### src/rtl/interrupt_ctrl.sv
// Four-source rising-edge interrupt controller with fixed priority (source 0 highest) and one-cycle gap between services.
// Optional per-source mask register enabled by defining INTC_MASK_EN.
module interrupt_ctrl #(
    parameter logic [31:0] ISR_BASE   = 32'h0000_0000,
    parameter logic [31:0] ISR_STRIDE = 32'h0000_0040
) (
    input  logic        clk,
    input  logic        rst,
    input  logic [3:0]  irq_src,
    input  logic        irq_ack,
`ifdef INTC_MASK_EN
    input  logic        mask_we,
    input  logic [3:0]  mask_wd,
`endif
    output logic        irq,
    output logic [31:0] irq_addr,
    output logic [1:0]  irq_id,
    output logic [3:0]  pending
);

    localparam int unsigned N_SRC  = 4;
    localparam int unsigned ID_W   = 2;
    localparam int unsigned ADDR_W = 32;

    typedef enum logic [1:0] {
        IDLE   = 2'd0,
        ACTIVE = 2'd1,
        GAP    = 2'd2
    } state_t;

    state_t              state_q;
    state_t              state_n;
    logic [N_SRC-1:0]    src_q;
    logic [N_SRC-1:0]    held_q;
    logic [N_SRC-1:0]    src_edge;
    logic [N_SRC-1:0]    mask;
    logic [N_SRC-1:0]    req;
    logic [N_SRC-1:0]    clr;
    logic [N_SRC-1:0]    pend_n;
    logic                win_vld;
    logic [ID_W-1:0]     win_id;
    logic                irq_n;
    logic [ID_W-1:0]     irq_id_n;
    logic [ADDR_W-1:0]   irq_addr_n;

`ifdef INTC_MASK_EN
    logic [N_SRC-1:0]    mask_q;

    always_ff @(posedge clk) begin
        if (rst) begin
            mask_q <= '1;
        end else if (mask_we) begin
            mask_q <= mask_wd;
        end
    end

    assign mask = mask_q;
`else
    assign mask = '1;
`endif

    // held_q blocks a line that was already high at reset until it has dropped once
    assign src_edge = irq_src & ~src_q & ~held_q;
    assign req      = pending & mask;

    // Fixed-priority arbiter: lowest set index wins
    always_comb begin
        win_vld = 1'b0;
        win_id  = '0;
        for (int unsigned i = 0; i < N_SRC; i++) begin
            if (req[i] && !win_vld) begin
                win_vld = 1'b1;
                win_id  = ID_W'(i);
            end
        end
    end

    always_ff @(posedge clk) begin
        if (rst) begin
            state_q  <= IDLE;
            irq      <= 1'b0;
            irq_id   <= '0;
            irq_addr <= '0;
        end else begin
            state_q  <= state_n;
            irq      <= irq_n;
            irq_id   <= irq_id_n;
            irq_addr <= irq_addr_n;
        end
    end

    always_comb begin
        state_n = state_q;
        case (state_q)
            IDLE:    if (win_vld) state_n = ACTIVE;
            ACTIVE:  if (irq_ack) state_n = GAP;
            GAP:     state_n = IDLE;
            default: state_n = IDLE;
        endcase
    end

    always_comb begin
        irq_n      = irq;
        irq_id_n   = irq_id;
        irq_addr_n = irq_addr;
        clr        = '0;
        case (state_q)
            IDLE: begin
                irq_n = 1'b0;
                if (win_vld) begin
                    irq_n      = 1'b1;
                    irq_id_n   = win_id;
                    irq_addr_n = ISR_BASE + ISR_STRIDE * ADDR_W'(win_id);
                end
            end
            ACTIVE: begin
                if (irq_ack) begin
                    irq_n = 1'b0;
                    clr   = N_SRC'(1) << irq_id;
                end
            end
            default: irq_n = 1'b0;
        endcase
    end

    // A fresh edge on the source being acknowledged keeps its pending bit set
    assign pend_n = (pending & ~clr) | src_edge;

    always_ff @(posedge clk) begin
        if (rst) begin
            src_q   <= '0;
            held_q  <= irq_src;
            pending <= '0;
        end else begin
            src_q   <= irq_src;
            held_q  <= held_q & irq_src;
            pending <= pend_n;
        end
    end

endmodule

### config.mk
export PLATFORM = sky130hd
export DESIGN_NAME = interrupt_ctrl
export DESIGN_NICKNAME = d
export VERILOG_FILES = /design/src/rtl/interrupt_ctrl.sv
export SDC_FILE = /design/constraint.sdc
export NUM_CORES = 1
export LEC_CHECK = 0
export ABC_AREA = 1
export ABC_CLOCK_PERIOD_IN_PS = 2500
export CELL_PAD_IN_SITES_DETAIL_PLACEMENT = 2
export CELL_PAD_IN_SITES_GLOBAL_PLACEMENT = 2
export CORE_MARGIN = 5
export CORE_UTILIZATION = 22
export DETAILED_ROUTE_END_ITERATION = 6
export PLACE_DENSITY_LB_ADDON = 0.1
export SETUP_SLACK_MARGIN = 0.05
export SLEW_MARGIN = 25
export SYNTH_ARGS = -nofsm -noshare
export SYNTH_HDL_FRONTEND = slang
export SYNTH_SLANG_ARGS = --single-unit
### constraint.sdc
create_clock -name clk -period 2.5 [get_ports clk]
set_clock_uncertainty 0.05 [all_clocks]
set_input_delay 0.5 -clock clk [delete_from_list [all_inputs] [get_ports clk]]
set_output_delay 0.5 -clock clk [all_outputs]
set_load 0.005 [all_outputs]
Word-level counts from Yosys, hierarchy flattened
Index checks and enable logic that the tools add are counted.

Register bits after elaboration: 17. Bits of input ports: 7. Output and inout bits: 39. Logic and storage cells: 43.

Equal/unequal tests: 3. Shift-type cells: 1. Mux-type cells: 16. Bitwise logic cells: 8. Reduce and logical (&&, ||, !) cells: 9.

Operators with widths (number): AND 4 bit (4); 2-to-1 mux 4 bit (3); inverter 4 bit (3); 2-to-1 mux 2 bit (4); 2-to-1 mux 1 bit (7); != test 2 bit (second input constant) (2); OR 4 bit (1); case mux 2 bit (2 select lines) (1); AND reduction 2 bit (2); << shifter 1 x 2 -> 4 bit (first input constant) (1); logical AND 1 bit (3); zero test 1 bit (3); equality test 2 x 1 -> 1 bit (second input constant) (1); zero test 2 bit (1); case mux 1 bit (2 select lines) (1).

Depth between registers and ports, before layout
Word-level depth: 12. Gate-level depth with buffers: 7.

Least setup slack after synthesis
No wires, ideal clock.

Kind: register -> output. Start point: register, netlist name irq_addr[6]. End point: output port irq_id[0]. Arrival: 539 ps. Required time: 1950 ps. Path slack: 1411 ps. Stages on the path, launching flop included: 2. Path through: dfxtp_1 > buf_4.

RTL lines: end: declaration (line 17) `output logic [1:0] irq_id,`.

Worst setup path in the final report
Start point: register irq_addr[6]. End point: output port irq_addr[6].

RTL lines: start: declaration (line 16) `output logic [31:0] irq_addr,`; start signal: assignment (line 88) `irq_addr <= irq_addr_n;`.

No word-level cell between the ends.

==> impl_metrics.ini <==
[grt]
grt_pass1_vias = 753
grt-ovfl-total = 0
gr-usage-all-layers_pct = 8.12
grt_pass1_wl_mm = 3.36
top_usage_layer = met2
use_met3_pct = 2.80
grtUsageMet2_pct = 13.4
antenna_found_initial = 0
grt_max_degree = 12
gr-usage-met1_pct = 9.22

[synth]
ys_ff_latch = 17
synth_top_cell_by_area = dfxtp_1
synth_edf_count = 0
synth_seq_area_share_pct = 36.8
synth_area_per_cell_sq_um = 7.35
synth-main-ff-cell = dfxtp_1
async_flop_share_pct = 0
yosysTopAreaCellShare_pct = 36.8
ys.warnings.count = 0
synth_area_leaders = dfxtp_1 37%, buf_4 27%, nand2_1 7.7%
synth_common_cells = 33 x buf_4, 19 x nand2_1, 18 x inv_1, 17 x dfxtp_1, 14 x nor2_1
synth.most_common_cell = buf_4
ys_types = 15
syn-cell-area_sq_um = 926
syn_inst = 126

[floorplanning]
core-area_sq_um = 4030
initial_core_util_pct = 23.0
rows = 23
num_io_pins = 46
die_height_um = 74.9
die-width_um = 74.9
dieArea_sq_um = 5610

[worst_setup_path]
max_stage_delay_ps = 550
crit_slowest_cell = clkdlybuf4s50_1
crit_fanout = 7
crit_chain = clkdlybuf4s50_1
path_class = flop to output port
cp-startpoint = irq_addr[6]
required_ps = 1950
crit_family = buffers and inverters
r2r_start = state_q[0]
endpoint_kind = output port
critPathLaunchType = flop
worst-path-buf-inv = 1
crit_arrival_ps = 1260

[sta]
max_freq_mhz = 553
fin_setup_tns_ps = 0
rsz0062_at_grt = false
report.final.slew_viol_count = 0
setup_viol_count_final = 0
finalHoldViolCount = 0
period_needed_ps = 1810
period_share_pct = 72.4
setup_slack_ps = 691
timing.hold.ws_ps = 411

[placement]
io_buffers = 15
pre_cts_ws_ps = 716
post_dp_cell_area_sq_um = 985
place.gp.congestion = 0.637
dp_hpwl_mm = 1.69

[detailed_routing]
vias_per_cell = 3.55
drt_first_pass_iters = 3
drt_wl_total_mm = 2.03
ant_nets = 0
drt-initial-drc-count = 13
drc_errors = 0
route.vias.total = 674
wire_per_inst_um = 10.7

[clock_tree]
cts_root_buf = clkbuf_8
numCtsBuffers = 3
clk_latency_ps = 250
clkTransAtPathRegs_ps = 70
cts_tree = built
clockBufferDepth = 2
cts_resized = 0
cts.hold.buffers_added = 0
post_cts_buffers = 0
cts.sink_count = 17
h-tree-depth = 1

[pwr]
p_switching_w = 0.000195
p_total_w = 0.000672
ir_drop_uv = 186
p_clk_share_pct = 31.3
power_frac_seq_pct = 47.2
pwr-share-comb_pct = 21.5
power_density_nw_per_um2 = 653
intPower_w = 0.000477
p_leak_nw = 0.511
swShare_pct = 29.0

[hold_path]
hp-class = flop to flop
min_from = held_q[1]

[layout]
finalNetCount = 148
num-fill-cells = 505
antenna_cells = 0
fin_area_sq_um = 1030
drive_above_1_share_pct = 7.86
area_delta_synth_final_pct = 11.2
seq_area_sq_um = 340
multiInputGateArea_sq_um = 358

[job]
maxCapViolCount = 0

[outcome]
outcome = completed
kinds of logic (layout without fill, tap and decap cells):
group	Yosys count	after routing	share of synthesized area [%]
flops	17	17	36.8
other cells	1	30	0.405
buf+inv	53	38	36.4
simple gates	47	47	21.8
compound gates	8	8	4.73
area by class of cell:
class	instances	share of cell area [%]
clock buffers	4	4.37
well taps	50	6.08
inverters	19	7.17
repair buffers	15	14.6
flip-flops and latches	17	33.0
multi-input cells	85	34.8
flip-flops by register name (all words and copies together) (netlist names):
signal	flops
held_q	4
irq_addr	2
pending	4
irq	1
state_q	2
src_q	4
final timing paths:
| kind | endpoint | slack (ps) | cells after the start |
|---|---|---|---|
| worst max-delay path | irq_addr[6] | 690 | 1 |
| worst min-delay path | held_q[1] | 410 | 2 |
| worst max register to register | pending[1] | 1490 | 5 |
| worst min register to register | held_q[1] | 410 | 2 |
layout by cell type, fill, tap and decap left out, drive strengths merged:
master	count
dfxtp	17
nor3	1
a21oi	7
inv	19
clkdlybuf4s50	15
conb	30
nand2	21
o21ai	1
nand3	7
nor2	18
clkbuf	4
per-layer routing:
| metal | wire length, um | share of wire (%) |
|---|---|---|
| met1 | 847 | 42 |
| met5 | 0 | 0 |
| met4 | 34 | 1.7 |
| met3 | 170 | 8.4 |
| met2 | 981 | 48 |
power groups by stage:
stage / sequential (W) / combinational, W / clock [W]
floorplan: 0.000321 / 0.000124 / 0
global placement: 0.000324 / 0.000146 / 0
detailed placement: 0.000325 / 0.000147 / 0
CTS: 0.000319 / 0.000148 / 0.000223
global route: 0.000323 / 0.000166 / 0.000234
finish: 0.000318 / 0.000145 / 0.000210
metrics by stage:
step / utilization [%] / std cells
2_1_floorplan: - / 155
3_5_place_dp: 24.4 / 186
3_3_place_gp: 24.4 / 186
5_1_grt: 25.6 / 190
6_report: 25.6 / 190
4_1_cts: 25.6 / 190
worst register-to-register path, cell delays in order (launching register included):
cell,delay [ps]
dfxtp_1,390
nand2_2,100
nor2_2,140
nand3_1,110
nand2_1,80
nand2_1,50
Note: power is estimated with default switching activity, not from simulation.
